`src/rtl/nabp_swap_control.sv`:
```
// Swap handshake responder: ping-pongs two swappable instances, fetches
// per-angle accumulator parameters for the filling instance and sequences
// angles and partition iterations.
module nabp_swap_control #(
  parameter int unsigned pShAccuLength     = 16,
  parameter int unsigned pMpAccuInitLength = 16,
  parameter int unsigned pMpAccuBaseLength = 16,
  parameter int unsigned pNoOfAngles       = 180,
  parameter int unsigned pAngleLength      = 8,
  parameter int unsigned pNoOfItrs         = 4,
  parameter int unsigned pItrLength        = 2
) (
  input  logic                         clk,
  input  logic                         reset_n,
  input  logic                         kick,
  output logic                         done,
  input  logic                         sw0_swap,
  input  logic                         sw1_swap,
  input  logic                         sw0_next_itr,
  input  logic                         sw1_next_itr,
  input  logic                         sw0_pe_en,
  input  logic                         sw1_pe_en,
  output logic                         sw0_swap_ack,
  output logic                         sw1_swap_ack,
  output logic                         sw0_next_itr_ack,
  output logic                         sw1_next_itr_ack,
  output logic [pShAccuLength-1:0]     sw0_sh_accu_base,
  output logic [pShAccuLength-1:0]     sw1_sh_accu_base,
  output logic [pMpAccuInitLength-1:0] sw0_mp_accu_init,
  output logic [pMpAccuInitLength-1:0] sw1_mp_accu_init,
  output logic [pMpAccuBaseLength-1:0] sw0_mp_accu_base,
  output logic [pMpAccuBaseLength-1:0] sw1_mp_accu_base,
  output logic                         prm_req,
  output logic [pAngleLength-1:0]      prm_angle,
  input  logic                         prm_valid,
  input  logic [pShAccuLength-1:0]     prm_sh_accu_base,
  input  logic [pMpAccuInitLength-1:0] prm_mp_accu_init,
  input  logic [pMpAccuBaseLength-1:0] prm_mp_accu_base,
  output logic                         pe_sel,
  output logic                         pe_en,
  output logic [pItrLength-1:0]        itr
);

  localparam int unsigned SCW = pAngleLength + 1;
  localparam logic [SCW-1:0] N_ANGLES = SCW'(pNoOfAngles);
  localparam logic [SCW-1:0] N_SWAPS  = SCW'(pNoOfAngles + 1);
  localparam logic [pItrLength-1:0] ITR_LAST = pItrLength'(pNoOfItrs - 1);

  typedef enum logic [2:0] {
    S_IDLE, S_WAIT_SWAP, S_FETCH, S_ACK, S_NEXT_ITR, S_DONE
  } state_t;

  state_t                       state, state_d;
  logic [SCW-1:0]               swap_cnt, swap_cnt_d;
  logic                         proc_valid, proc_valid_d;
  logic                         swap_ack, swap_ack_d;
  logic                         itr_ack, itr_ack_d;
  logic [pShAccuLength-1:0]     stg_sh, stg_sh_d;
  logic [pMpAccuInitLength-1:0] stg_mi, stg_mi_d;
  logic [pMpAccuBaseLength-1:0] stg_mb, stg_mb_d;
  logic [pShAccuLength-1:0]     sw0_sh_d, sw1_sh_d;
  logic [pMpAccuInitLength-1:0] sw0_mi_d, sw1_mi_d;
  logic [pMpAccuBaseLength-1:0] sw0_mb_d, sw1_mb_d;
  logic                         done_d, prm_req_d, pe_sel_d, pe_en_d, do_swap;
  logic [pAngleLength-1:0]      prm_angle_d;
  logic [pItrLength-1:0]        itr_d;

  assign sw0_swap_ack     = swap_ack;
  assign sw1_swap_ack     = swap_ack;
  assign sw0_next_itr_ack = itr_ack;
  assign sw1_next_itr_ack = itr_ack;

  // Next-state and next-register values; swap bookkeeping lands on entry to ACK
  always_comb begin
    state_d      = state;
    swap_cnt_d   = swap_cnt;
    proc_valid_d = proc_valid;
    itr_d        = itr;
    pe_sel_d     = pe_sel;
    done_d       = done;
    prm_req_d    = prm_req;
    prm_angle_d  = prm_angle;
    stg_sh_d     = stg_sh;
    stg_mi_d     = stg_mi;
    stg_mb_d     = stg_mb;
    sw0_sh_d     = sw0_sh_accu_base;
    sw0_mi_d     = sw0_mp_accu_init;
    sw0_mb_d     = sw0_mp_accu_base;
    sw1_sh_d     = sw1_sh_accu_base;
    sw1_mi_d     = sw1_mp_accu_init;
    sw1_mb_d     = sw1_mp_accu_base;
    swap_ack_d   = 1'b0;
    itr_ack_d    = 1'b0;
    do_swap      = 1'b0;
    pe_en_d      = proc_valid && (pe_sel ? sw1_pe_en : sw0_pe_en);

    case (state)
      S_IDLE, S_DONE: begin
        if (kick) begin
          itr_d        = '0;
          swap_cnt_d   = '0;
          pe_sel_d     = 1'b0;
          proc_valid_d = 1'b0;
          done_d       = 1'b0;
          state_d      = S_WAIT_SWAP;
        end
      end
      S_WAIT_SWAP: begin
        if (sw0_swap && sw1_swap) begin
          if (swap_cnt < N_ANGLES) begin
            prm_req_d   = 1'b1;
            prm_angle_d = pAngleLength'(swap_cnt);
            state_d     = S_FETCH;
          end else begin
            // drain swap: nothing left to fetch, filler gets zeros
            stg_sh_d = '0;
            stg_mi_d = '0;
            stg_mb_d = '0;
            do_swap  = 1'b1;
          end
        end
      end
      S_FETCH: begin
        if (prm_valid) begin
          prm_req_d = 1'b0;
          stg_sh_d  = prm_sh_accu_base;
          stg_mi_d  = prm_mp_accu_init;
          stg_mb_d  = prm_mp_accu_base;
          do_swap   = 1'b1;
        end
      end
      S_ACK: begin
        state_d = (swap_cnt == N_SWAPS) ? S_NEXT_ITR : S_WAIT_SWAP;
      end
      S_NEXT_ITR: begin
        if (sw0_next_itr && sw1_next_itr) begin
          itr_ack_d = 1'b1;
          if (itr == ITR_LAST) begin
            done_d  = 1'b1;
            state_d = S_DONE;
          end else begin
            itr_d        = itr + pItrLength'(1);
            swap_cnt_d   = '0;
            pe_sel_d     = 1'b0;
            proc_valid_d = 1'b0;
            state_d      = S_WAIT_SWAP;
          end
        end
      end
      default: state_d = S_IDLE;
    endcase

    // outgoing processor becomes the filler and receives the staged params
    if (do_swap) begin
      state_d      = S_ACK;
      swap_ack_d   = 1'b1;
      pe_sel_d     = ~pe_sel;
      proc_valid_d = (swap_cnt != '0);
      swap_cnt_d   = swap_cnt + SCW'(1);
      if (pe_sel) begin
        sw1_sh_d = stg_sh_d;
        sw1_mi_d = stg_mi_d;
        sw1_mb_d = stg_mb_d;
      end else begin
        sw0_sh_d = stg_sh_d;
        sw0_mi_d = stg_mi_d;
        sw0_mb_d = stg_mb_d;
      end
    end
  end

  // State and output registers with synchronous active-low reset
  always_ff @(posedge clk) begin
    if (!reset_n) begin
      state            <= S_IDLE;
      swap_cnt         <= '0;
      proc_valid       <= 1'b0;
      itr              <= '0;
      pe_sel           <= 1'b0;
      pe_en            <= 1'b0;
      done             <= 1'b0;
      prm_req          <= 1'b0;
      prm_angle        <= '0;
      swap_ack         <= 1'b0;
      itr_ack          <= 1'b0;
      stg_sh           <= '0;
      stg_mi           <= '0;
      stg_mb           <= '0;
      sw0_sh_accu_base <= '0;
      sw0_mp_accu_init <= '0;
      sw0_mp_accu_base <= '0;
      sw1_sh_accu_base <= '0;
      sw1_mp_accu_init <= '0;
      sw1_mp_accu_base <= '0;
    end else begin
      state            <= state_d;
      swap_cnt         <= swap_cnt_d;
      proc_valid       <= proc_valid_d;
      itr              <= itr_d;
      pe_sel           <= pe_sel_d;
      pe_en            <= pe_en_d;
      done             <= done_d;
      prm_req          <= prm_req_d;
      prm_angle        <= prm_angle_d;
      swap_ack         <= swap_ack_d;
      itr_ack          <= itr_ack_d;
      stg_sh           <= stg_sh_d;
      stg_mi           <= stg_mi_d;
      stg_mb           <= stg_mb_d;
      sw0_sh_accu_base <= sw0_sh_d;
      sw0_mp_accu_init <= sw0_mi_d;
      sw0_mp_accu_base <= sw0_mb_d;
      sw1_sh_accu_base <= sw1_sh_d;
      sw1_mp_accu_init <= sw1_mi_d;
      sw1_mp_accu_base <= sw1_mb_d;
    end
  end

endmodule
```
`config.mk`:
```
export PLATFORM = sky130hd
export DESIGN_NAME = nabp_swap_control
export DESIGN_NICKNAME = d
export VERILOG_FILES = /design/src/rtl/nabp_swap_control.sv
export SDC_FILE = /design/constraint.sdc
export NUM_CORES = 1
export LEC_CHECK = 0
export CORE_AREA = 2 2 108 110
export DETAILED_ROUTE_END_ITERATION = 8
export DIE_AREA = 0 0 110 112
export PLACE_DENSITY = 0.87
export SLEW_MARGIN = 20
export SYNTH_ARGS = -nofsm -noshare
export SYNTH_HDL_FRONTEND = slang
export SYNTH_SLANG_ARGS = --single-unit
```
`constraint.sdc`:
```
create_clock -name clk -period 3.3 [get_ports clk]
set_input_delay 0.66 -clock clk [delete_from_list [all_inputs] [get_ports clk]]
set_output_delay 0.66 -clock clk [all_outputs]
set_load 0.01 [all_outputs]
```
==> reports/results.ini, run 1 <==
[critical_path]
r2r_cells=5
crit_chain=nor3b_2, nand3_1, o21ai_4, and2_4, o21ai_0
crit_path_end_kind=register
critPathMaxStageDelay_ns=0.62
crit_required_ns=3.56
crit_path_max_fanout=48
slowest_stage=and2_4
arrival_ns=2.62
start_kind=register
path_class=register to register

[clocking]
clk_path_buf_depth=2
cts_made_buffers=17
insertion_delay_ns=0.41
hold_buffers=0
post_cts_buffers=0
post_cts_resized=0
cts_tree=yes
clock-sinks=125
clkSlewWorstSetupHoldPaths_ns=0.06
cts_root_buf=clkbuf_16
htreeDepth=4

[global_routing]
grt_pass1_wl_um=24700
overflow=0
grt_pass1_vias=5041
grt_use_total=0.251
grt_max_degree=148
antenna_found_initial=0

[route]
routedWlPerCell_um=16.6
first_pass_iters=5
vias=5279
drtIter0Drc=391
drtAntennaViolNets=0
drc=0
via_per_inst=5.74
routed_wl_um=15300

[logic_synthesis]
yosysMostFrequentCell=dfxtp_1
syn-num-nets=698
synth-simple-area-share=0.247
synth_warnings=0
synth_adder_area_share=0.00932
synth_cell_types=53
yosys_most_used_dff=dfxtp_1
seq_area_frac_synth=0.466
synth.top_cells.by_area=dfxtp_1 (47%), o21ai_0 (7.6%), nand3b_1 (6.7%), a21oi_1 (6.0%), nand4_1 (5.6%)
avgSynthCellArea_um2=8.44
synthMuxAreaShare=0.00186
synth_edf_count=0
yosys-top-cells-count=dfxtp_1 (125), o21ai_0 (81), nand2_1 (77)
synth_cells=636
synth-xor-area-share=0
synth_top_cell_area_share=0.466
synthesis.area_um2=5370
synth_top_cell_by_area=dfxtp_1
ys_async_sr_fraction=0
synth_compound_area_frac=0.206
synth_top_family_by_area=simple AND/OR/NAND/NOR gates
ys_ff_latch=125

[final_layout]
nets=826
fillers=905
drive_gt1_frac=0.0915
area_delta_synth_final_pct=40.8
num_antenna_cells=0

[power_and_ir_drop]
p_leak_nw=2.52
power_per_cell_area_nw_per_um2=530
vdd_drop_max_mv=0.294

[timing]
rsz0062_at_grt=no
hold_viol=0
period_share=0.718
slew_violations=0
relSlewSlack=0.440
setup_viol=0
finClkSkew_ns=0.00997
setup-tns-final_ns=0
clock.fmax_mhz=422
setup_slack_ns=0.932
tightestPinTransition_ns=0.840
min_period_ns=2.37

[floorplan]
die_w_um=110
start_util=0.480
dieHeight_um=112
io-pin-count=172
dieArea_um2=12300
fp-row-count=39
fp.coreArea_um2=11200

[placement]
gp_congestion=0.853
dp_slack_ns=0.615
hpwlAfterDp_um=10100
io_buffers=171

[flow_run]
drv_cap=0

[worst_hold_path]
hp-class=register to register
hold_path_depth=2

[outcome]
status=completed

## layout make-up
cell class                      count  area (um^2)  area share
Clock buffer                       18          439      0.0581
Clock inverter                     13          138      0.0182
Inverter                            7         26.3     0.00348
Multi-Input combinational cell    434         2500       0.330
Sequential cell                   125         2510       0.332
Tap cell                          143          179      0.0237
Timing Repair Buffer              179         1770       0.235
## worst paths after layout
| kind | start | endpoint | slack, ns |
|---|---|---|---|
| setup / recovery | state[0] | sw1_sh_accu_base[9] | 0.93 |
| hold / removal | prm_angle[6] | prm_angle[6] | 0.45 |
| setup reg to reg | state[0] | sw1_sh_accu_base[9] | 0.93 |
| hold reg to reg | prm_angle[6] | prm_angle[6] | 0.45 |
## state kept, by name, indices dropped and copies added (netlist names)
signal and cells:
pe_en 1, swap_cnt 9, sw0_mp_accu_base 16, prm_req 1
sw1_sh_accu_base 16, sw1_mp_accu_init 16, pe_sel 1, prm_angle 8
sw0_mp_accu_init 16, sw0_next_itr_ack 1, proc_valid 1, sw0_swap_ack 1
state 3, itr 2, done 1, sw1_mp_accu_base 16
sw0_sh_accu_base 16
## kinds of logic after synthesis
family          Yosys count
fa+ha+maj                 4
compound gates          190
mux                       1
buf+inv                  77
flops                   125
simple gates            239
## layer usage
layer  part of all wire  up-vias  global-route usage
met4              0.025        0               0.109
met5                  0        -                   0
met3              0.058       31              0.0509
met2               0.50      209               0.407
met1               0.41     2502               0.320
li1                   -     2537                   -
## stage by stage
stage / cells / total power, mW / area (um^2) / util / hold WS [ns]
floorplan: 636 / 1.96 / 5370 / - / 0.415
global placement: 888 / 2.18 / 6980 / 0.624 / 0.441
detailed placement: 888 / 2.20 / 6980 / 0.624 / 0.445
CTS: 919 / 4.01 / 7550 / 0.676 / 0.456
global route: 919 / 4.13 / 7560 / 0.676 / 0.475
finish: 919 / 4.01 / 7560 / 0.676 / 0.451
## power by group
part           leakage (nW)  switching, mW  internal, mW
Sequential             1.01         0.0444          1.57
Clock                 0.275          0.701          1.13
Combinational          1.23          0.323         0.243
Total                  2.52           1.07          2.94
## cells in the final DEF, fill, tap and decap left out, drive strengths merged, types with 3 or more instances in the layout
master         Yosys  routed
inv                7      11
dfxtp            125     125
a21oi             66      66
nor2              12      12
nand2             77      77
and3               9       9
nor3b              3       3
nor3               6       6
clkinvlp           0       4
nor2b              5       5
o21ai            109     109
nand3             20      20
clkbuf            52      18
buf               18       9
clkinv             0       3
nand3b            48      48
ha                 4       4
nand4             48      48
clkdlybuf4s50      0     170
## critical path, delay by kind of cell, from the launching register on
kind / cells / cell delay [ns]
AOI/OAI and AO/OA: 2 / 0.55
DFF: 1 / 0.47
and+or+nand+nor: 3 / 1.20
(Power assumes the default switching activity.)
==> run 2: changes to the inputs <==
--- a/config.mk
+++ b/config.mk
@@ -5,10 +5,10 @@
 export SDC_FILE = /design/constraint.sdc
 export NUM_CORES = 1
 export LEC_CHECK = 0
-export CORE_AREA = 2 2 108 110
+export CORE_AREA = 2 2 118 120
 export DETAILED_ROUTE_END_ITERATION = 8
-export DIE_AREA = 0 0 110 112
-export PLACE_DENSITY = 0.87
+export DIE_AREA = 0 0 120 122
+export PLACE_DENSITY = 0.78
 export SLEW_MARGIN = 20
 export SYNTH_ARGS = -nofsm -noshare
 export SYNTH_HDL_FRONTEND = slang
==> constraint.sdc (replaced) <==
create_clock -name clk -period 2.1 [get_ports clk]
set_input_delay 0.42 -clock clk [delete_from_list [all_inputs] [get_ports clk]]
set_output_delay 0.42 -clock clk [all_outputs]
set_load 0.01 [all_outputs]
==> reports/results.ini, run 2 (synthesis gave the netlist of run 1 again) <==
[timing]
setup_viol=0
clock.fmax_mhz=510
rsz0062_at_grt=no
period_share=0.934
slew_violations=0
tightestPinTransition_ns=0.608
whs_ns=0.451
min_period_ns=1.96
setup_slack_ns=0.140
setup-tns-final_ns=0
finClkSkew_ns=0.00462
hold_viol=0
relSlewSlack=0.595

[placement]
dp_slack_ns=-0.0567
hpwlAfterDp_um=9790
io_buffers=171
placed_cells=936
placed_area_um2=7160
gp_congestion=0.865

[critical_path]
r2r_slack_ns=0.14
critPathLaunch=swap_cnt[7]
arrival_ns=2.25
start_kind=register
slowest_stage=dfxtp_1
reg2reg_from=swap_cnt[7]
crit_required_ns=2.39
r2r-end=sw1_mp_accu_base[15]
r2r_cells=6
critPathMaxStageDelay_ns=0.50
path_class=register to register
crit_chain=nand3_2, o31a_1, o21ai_4, and2_4, buf_12, o21ai_0
crit_path_end_kind=register
critPathCapture=sw1_mp_accu_base[15]
crit_family=compound AO/OA/AOI/OAI gates
crit_path_max_fanout=25
critical_path_cell_count=6
worstPathBufferInverterCount=1

[clocking]
hold_buffers=0
cts_root_buf=clkbuf_16
cts_made_buffers=17
cts_tree=yes
clkSlewWorstSetupHoldPaths_ns=0.05
post_cts_buffers=0
clk_path_buf_depth=2
htreeDepth=4
insertion_delay_ns=0.42
clock-sinks=125
post_cts_resized=0

[power_and_ir_drop]
p_int_mw=4.56
power.switching_mw=1.60
vdd_drop_max_mv=0.484
p_total_mw=6.16
comb_power_share=0.146
p_leak_nw=2.58
sw_frac_of_total=0.260
clkPwrFrac=0.441
power_per_cell_area_nw_per_um2=799
p_seq_frac=0.413

[outcome]
status=completed

[route]
drc=0
vias=5184
drtAntennaViolNets=0
drtIter0Drc=401
first_pass_iters=6
routed_wl_um=15200
via_per_inst=5.36
routedWlPerCell_um=15.7

[floorplan]
fp-row-count=43
dieHeight_um=122
io-pin-count=172
fp.coreArea_um2=13500
start_util=0.398
dieArea_um2=14600
die_w_um=120

[final_layout]
layout_commonest_cell=clkdlybuf4s50_1
area_delta_synth_final_pct=43.5
mostFrequentLayoutCells=clkdlybuf4s50_1 (170), dfxtp_1 (124), o21ai_0 (81), nand2_1 (77), a21oi_1 (64)
nets=837
num_antenna_cells=0
fin_util=0.571
final_area_um2=7710
drive_gt1_frac=0.0991
fin_cells=967

[global_routing]
grt_pass1_wl_um=24000
grt_use_total=0.206
grt_max_degree=112
grt_pass1_vias=4671
antenna_found_initial=0
overflow=0

[worst_hold_path]
hp-class=register to register
hold_path_depth=2

[flow_run]
drv_cap=0

-- run 2: cell types whose count changed in the layout (fill, tap and decap cells not counted) --
| cell | change |
|---|---|
| buf_4 | +8 |
| buf_12 | +4 |
| inv_6 | -3 |
| buf_6 | -1 |
| clkbuf_8 | +3 |
| clkinvlp_4 | -2 |
| clkbuf_16 | +1 |
| bufinv_16 | -2 |
| clkbuf_1 | +4 |
| inv_4 | -1 |
-- run 2: area by class of cell --
cell class	instances	area, um^2
timing repair buffer	190	1900
tap	180	225
multi-input combinational	434	2500
clock buffer	26	520
inverter	7	26.3
fill	1185	5800
sequential	125	2510
clock inverter	5	30.0
-- run 2: power groups by stage --
stage / logic, mW / registers (mW) / clock network, mW
after floorplan: 0.489 / 2.59 / 0
after global placement: 0.893 / 2.59 / 0
after detailed placement: 0.900 / 2.59 / 0
after CTS: 0.905 / 2.54 / 2.77
after global routing: 0.979 / 2.55 / 2.88
final: 0.901 / 2.54 / 2.72
-- run 2: worst min-delay path by stage --
stage	from	end	slack [ns]
after detailed placement	sw1_mp_accu_init[0]	sw1_mp_accu_init[0]	0.45
after CTS	prm_angle[4]	prm_angle[4]	0.46
final	prm_angle[4]	prm_angle[4]	0.45
after floorplan	proc_valid	pe_en	0.42
after global placement	prm_req	prm_req	0.44
after global routing	prm_angle[4]	prm_angle[4]	0.47
-- run 2: worst min-delay path: cells and delay by family (launching register included) --
family / cells / cell delay [ns]
flip-flops: 1 / 0.30
AND/OR/NAND/NOR: 1 / 0.05
AO/OA/AOI/OAI: 1 / 0.05
-- run 2: metal layers --
metal / track usage / wire length (um) / share of wire
met5: 0 / 0 / 0
met4: 0.0890 / 350 / 0.023
met3: 0.0679 / 1060 / 0.070
met2: 0.314 / 6990 / 0.46
met1: 0.266 / 6790 / 0.45
